<file path="config.mk">
export PLATFORM = sky130hd
export DESIGN_NAME = dna_port_ctrl
export DESIGN_NICKNAME = d
export VERILOG_FILES = /design/src/rtl/dna_port_ctrl.sv
export SDC_FILE = /design/constraint.sdc
export NUM_CORES = 1
export LEC_CHECK = 0
export BUFFER_PORTS_ARGS = -buffer_cell sky130_fd_sc_hd__buf_2
export CAP_MARGIN = 0
export CORE_MARGIN = 2
export CORE_UTILIZATION = 25
export DETAILED_ROUTE_END_ITERATION = 7
export GPL_ROUTABILITY_DRIVEN = 0
export GPL_TIMING_DRIVEN = 0
export RECOVER_POWER = 50
export SLEW_MARGIN = 40
export SYNTH_ARGS = -nofsm -noshare
export SYNTH_HDL_FRONTEND = slang
export SYNTH_SLANG_ARGS = --single-unit
</file>
<file path="constraint.sdc">
create_clock -name clk -period 7.95 [get_ports clk]
set_input_delay 1.9875 -clock clk [delete_from_list [all_inputs] [get_ports clk]]
set_output_delay 1.9875 -clock clk [all_outputs]
set_load 0.1 [all_outputs]
</file>
<file path="src/rtl/dna_port_ctrl.sv">
// dna_port_ctrl: drives the device DNA_PORT primitive. It pulses READ for one
// port period, then shifts DNA_WIDTH bits out MSB first on a divided port
// clock, and publishes the ID as a parallel word with a sticky valid flag.
module dna_port_ctrl #(
   parameter int DNA_WIDTH     = 57,
   parameter int CLK_DIV       = 4,
   parameter bit READ_ON_RESET = 1'b1
) (
   input  logic                 clk,
   input  logic                 rst,
   input  logic                 start_i,
   output logic                 busy_o,
   output logic                 done_o,
   output logic                 dna_valid_o,
   output logic [DNA_WIDTH-1:0] dna_o,
   output logic                 dna_clk_o,
   output logic                 dna_read_o,
   output logic                 dna_shift_o,
   input  logic                 dna_dout_i
);

   // The divider counter is 8 bits wide and each half period must span at
   // least two clk cycles, so reject any other divide ratio at elaboration.
   if (CLK_DIV < 2 || CLK_DIV > 255) begin : g_bad_clk_div
      $error("dna_port_ctrl: CLK_DIV must be in the range 2..255");
   end
   if (DNA_WIDTH < 2) begin : g_bad_dna_width
      $error("dna_port_ctrl: DNA_WIDTH must be at least 2");
   end

   localparam int                 CNT_W    = $clog2(DNA_WIDTH + 1);
   localparam logic [7:0]         DIV_MAX  = 8'(CLK_DIV - 1);
   localparam logic [CNT_W-1:0]   BIT_LAST = CNT_W'(DNA_WIDTH);

   typedef enum logic [1:0] {
      IDLE  = 2'd0,
      LOAD  = 2'd1,
      SHIFT = 2'd2,
      DONE  = 2'd3
   } state_t;

   state_t                 state;
   state_t                 state_next;
   logic                   first_cycle;
   logic                   auto_start;
   logic                   accept;
   logic                   capture;
   logic                   div_wrap;
   logic [7:0]             div_cnt;
   logic [CNT_W-1:0]       bit_cnt;
   logic [DNA_WIDTH-1:0]   shreg;

   // Self-start fires only once, in the first clk cycle after reset release.
   assign auto_start = READ_ON_RESET && first_cycle;
   // The divider wraps at the end of every half period of the port clock.
   assign div_wrap   = (div_cnt == DIV_MAX);

   // Next-state decode: sequence IDLE -> LOAD -> SHIFT -> DONE -> IDLE.
   always_comb begin
      // NOTE: every signal gets a default before the case so no path leaves it
      // unassigned, which would otherwise infer a latch.
      state_next = state;
      accept     = 1'b0;
      capture    = 1'b0;
      case (state)
         IDLE: begin
            if (start_i || auto_start) begin
               state_next = LOAD;
               accept     = 1'b1;
            end
         end
         LOAD: begin
            // One full port period: low phase then high phase.
            if (div_wrap && dna_clk_o) begin
               state_next = SHIFT;
            end
         end
         SHIFT: begin
            // Capture on the cycle the port clock is driven 0 -> 1, using the
            // DOUT value from before that rising edge.
            capture = div_wrap && !dna_clk_o;
            // Leave only once the port clock is back low after the last bit.
            if (div_wrap && dna_clk_o && (bit_cnt == BIT_LAST)) begin
               state_next = DONE;
            end
         end
         DONE: begin
            state_next = IDLE;
         end
         default: begin
            state_next = IDLE;
         end
      endcase
   end

   // State register plus registered status and port control outputs.
   always_ff @(posedge clk or posedge rst) begin
      // NOTE: sequential state uses non-blocking assignments so every register
      // samples pre-edge values regardless of statement order.
      if (rst) begin
         state       <= IDLE;
         first_cycle <= 1'b1;
         busy_o      <= 1'b0;
         done_o      <= 1'b0;
         dna_read_o  <= 1'b0;
         dna_shift_o <= 1'b0;
      end else begin
         state       <= state_next;
         first_cycle <= 1'b0;
         busy_o      <= (state_next != IDLE);
         done_o      <= (state_next == DONE);
         dna_read_o  <= (state_next == LOAD);
         dna_shift_o <= (state_next == SHIFT);
      end
   end

   // Port clock divider: runs only in LOAD/SHIFT, parked low elsewhere.
   always_ff @(posedge clk or posedge rst) begin
      if (rst) begin
         div_cnt   <= '0;
         dna_clk_o <= 1'b0;
      end else if (state == LOAD || state == SHIFT) begin
         if (div_wrap) begin
            div_cnt   <= '0;
            dna_clk_o <= ~dna_clk_o;
         end else begin
            div_cnt   <= div_cnt + 8'd1;
         end
      end else begin
         div_cnt   <= '0;
         dna_clk_o <= 1'b0;
      end
   end

   // Shift register, bit counter and the published ID with its valid flag.
   always_ff @(posedge clk or posedge rst) begin
      if (rst) begin
         bit_cnt     <= '0;
         shreg       <= '0;
         dna_o       <= '0;
         dna_valid_o <= 1'b0;
      end else begin
         if (accept) begin
            bit_cnt     <= '0;
            dna_valid_o <= 1'b0;
         end else if (capture) begin
            shreg   <= {shreg[DNA_WIDTH-2:0], dna_dout_i};
            bit_cnt <= bit_cnt + 1'b1;
         end
         // Publish together with the done pulse so done_o and dna_o agree.
         if (state == SHIFT && state_next == DONE) begin
            dna_o       <= shreg;
            dna_valid_o <= 1'b1;
         end
      end
   end

endmodule

</file>
==> flow_metrics.py <==
metrics = {
    "outcome": {
        "status": "finished, violations left",
        "violations": "capacitance limit, slew limit",
    },
    "routing": {
        "drc_errors": 0,
        "wl_met1_um": 4750,
        "viasPerCell": 4.16,
        "met2_length_um": 4960,
        "drt_pre_antenna_iters": 4,
        "wl_per_cell_um": 14.1,
        "first_iter_violations": 81,
        "ant_nets": 0,
        "routed_wl_um": 10400,
        "vias": 3050,
        "highest_layer": "met4",
        "wl_met3_um": 464,
    },
    "synth": {
        "synth_area_leaders": "dfrtp_1, mux2_2, mux2_4",
        "ys_seq_elements": 137,
        "synth_area_um2": 5450,
        "syn-num-nets": 364,
        "synthFlopType": "dfrtp_1",
        "synth_commonest_cells": "dfrtp_1, mux2_2, mux2_4",
        "synth_top_cell_area_share_pct": 62.4,
        "yosysMostFrequentCell": "dfrtp_1",
        "yosysWarnings": 0,
        "synth_top_cell_by_area": "dfrtp_1",
        "seq_area_frac_synth_pct": 62.9,
        "synth_cell_types": 32,
        "postSynthAreaPerCell_um2": 15.4,
        "async_flop_share_pct": 100,
        "synth_edf_count": 0,
        "syn_inst": 353,
    },
    "global_route": {
        "grt_start_max_net_pins": 50,
        "grt_usage_pct": 9.71,
        "grt_first_pass_wirelength_um": 17000,
        "grt-ovfl-total": 0,
        "grt_antenna_before_repair": 0,
        "grt_pass1_vias": 3267,
    },
    "pwr": {
        "p_switching_w": 0.000315,
        "power_frac_clock_pct": 52.6,
        "seqPwrFrac_pct": 46.1,
        "p_sw_share_pct": 20.7,
        "leakagePower_nw": 3.60,
        "p_per_area_nw_per_um2": 224,
        "vdd_drop_max_mv": 0.131,
        "comb_power_share_pct": 1.3,
        "p_int_w": 0.00120,
    },
    "setup_path": {
        "crit_path_start_kind": "primary input",
        "end_kind": "flop",
        "crit_fanout": 10,
        "critPathRequiredTime_ns": 8.25,
        "cp_data_arrival_time_ns": 3.77,
        "crit_type": "in2reg",
    },
    "final_layout": {
        "syn_to_final_growth_pct": 24.2,
        "drive_gt1_share_pct": 49.2,
        "final_cells": 733,
        "nets": 451,
        "multi_input_area_um2": 1910,
        "regArea_um2": 3430,
        "fillers": 2132,
        "antenna_cells": 0,
    },
    "floorplan": {
        "die_h_um": 152,
        "die_x_um": 152,
        "ios": 67,
        "dieArea_um2": 23000,
        "rows": 54,
        "initial_utilization_pct": 25.2,
        "core_um2": 21600,
    },
    "worst_hold_path": {
        "hp-class": "reg2reg",
    },
    "clock_network": {
        "cts_resized": 0,
        "cts.reportedPaths.clkPinSlew_ns": 0.05,
        "clk_path_buf_depth": 2,
        "holdBufCountCts": 0,
        "clock_latency_ns": 0.42,
        "cts.htree.levels": 4,
        "cts_root_buf": "clkbuf_16",
        "cts_tree": "built",
        "cts_setup_buffers": 0,
        "clock_sinks": 137,
        "numCtsBuffers": 17,
    },
    "timing": {
        "min_period_ns": 3.47,
        "finalCritPeriodShare_pct": 43.7,
        "setup_tns_ns": 0,
        "grt_setup_unrepaired": "no",
        "fin_skew_ns": 0.00810,
        "tightest_slew_ns": 1.91,
        "max_slew_margin_pct": -28.1,
        "setup_viol": 0,
        "report.final.slew_viol_count": 42,
        "hold_viol_final": 0,
        "fmax_mhz": 288,
    },
    "place": {
        "io_buffers": 66,
        "dp_cells": 701,
        "hpwlAfterDp_um": 7060,
    },
    "run": {
        "drv_cap": 1,
    },
}
==> worst max-delay path, cell delays in order <==
cell and delay (ns):
clkbuf_1 0.09, nor2_1 0.16, o21ai_0 0.11, o221ai_1 0.63
buf_6 0.26, buf_6 0.21, mux2_4 0.31
==> final cells by class <==
class,instances,share of cell area (%)
plain buffers,12,1.11
clock buffers,20,6.59
clock inverters,12,2.22
inverters,8,0.462
multi-input cells,196,28.1
flip-flops and latches,137,50.6
well taps,280,5.17
repair buffers,68,5.67
==> cells in the final DEF (no fill, tap or decap), types with 3 or more instances in the layout <==
| master | synthesis | layout |
|---|---|---|
| nand4_1 | 5 | 5 |
| nand2_1 | 5 | 5 |
| dfrtp_1 | 136 | 136 |
| and3_1 | 6 | 6 |
| nand3_1 | 6 | 6 |
| nor2_1 | 16 | 16 |
| mux2_2 | 95 | 95 |
| and2_0 | 0 | 3 |
| xor2_1 | 7 | 7 |
| clkbuf_1 | 3 | 6 |
| clkinvlp_4 | 0 | 3 |
| buf_6 | 3 | 3 |
| bufinv_16 | 0 | 3 |
| buf_2 | 6 | 71 |
| mux2_4 | 19 | 19 |
| xnor2_1 | 4 | 4 |
| inv_1 | 8 | 7 |
| ha_1 | 7 | 7 |
| o21ai_0 | 4 | 4 |
| clkbuf_16 | 0 | 17 |
| and4b_1 | 3 | 3 |
| clkinv_2 | 0 | 4 |
==> worst paths after layout <==
check                            startpoint           to  slack (ns)  cells after the start
worst min register to register  dna_valid_o  dna_valid_o        0.47                      2
worst min-delay path            dna_valid_o  dna_valid_o        0.47                      2
min in group asynchronous               rst    dna_o[30]        2.05                      2
worst max-delay path                start_i    dna_o[13]        4.48                      7
max in group asynchronous               rst   auto_start        4.65                      4
worst max register to register   div_cnt[0]    dna_o[13]        4.84                      7
==> kinds of logic after synthesis <==
family	share of synthesized area [%]
XOR/XNOR	1.77
buffers and inverters	1.93
other	0.0688
flip-flops	62.9
multiplexers	24.9
AO/OA/AOI/OAI	1.29
AND/OR/NAND/NOR	5.60
adder cells (fa/ha/maj)	1.61
==> flip-flops by register name, summed over array words and instances (netlist names) <==
name	count
done_o	1
dna_clk_o	1
state	2
div_cnt	8
dna_shift_o	1
auto_start	1
dna_read_o	1
busy_o	1
dna_valid_o	1
shreg	57
dna_o	57
bit_cnt	6
==> metrics by stage <==
| step | utilization, % | power (W) | worst slack, ns | hold slack, ns | cell area (um^2) |
|---|---|---|---|---|---|
| floorplan | - | 0.000724 | 2.30 | 0.469 | 5450 |
| global placement | 28.4 | 0.000729 | 0.878 | 0.463 | 6130 |
| detailed placement | 28.7 | 0.000734 | 4.02 | 0.463 | 6200 |
| CTS | 31.4 | 0.00155 | 4.47 | 0.477 | 6790 |
| global route | 31.3 | 0.00158 | 4.34 | 0.512 | 6770 |
| finish | 31.3 | 0.00152 | 4.48 | 0.471 | 6770 |
==> power groups by stage <==
stage                     logic [W]  clock network, W  registers [W]
after CTS                 0.0000211          0.000826       0.000700
after global placement    0.0000161                 0       0.000713
after detailed placement  0.0000210                 0       0.000713
after floorplan           0.0000118                 0       0.000713
final                     0.0000192          0.000799       0.000701
after global routing      0.0000228          0.000860       0.000700
==> per-layer routing <==
metal,vias to the layer above,GRT usage [%]
met2,60,15.2
met5,-,0
met4,0,4.26
li1,1415,-
met1,1556,12.3
met3,19,3.05
No activity file was read; power rests on OpenSTA's default activity.
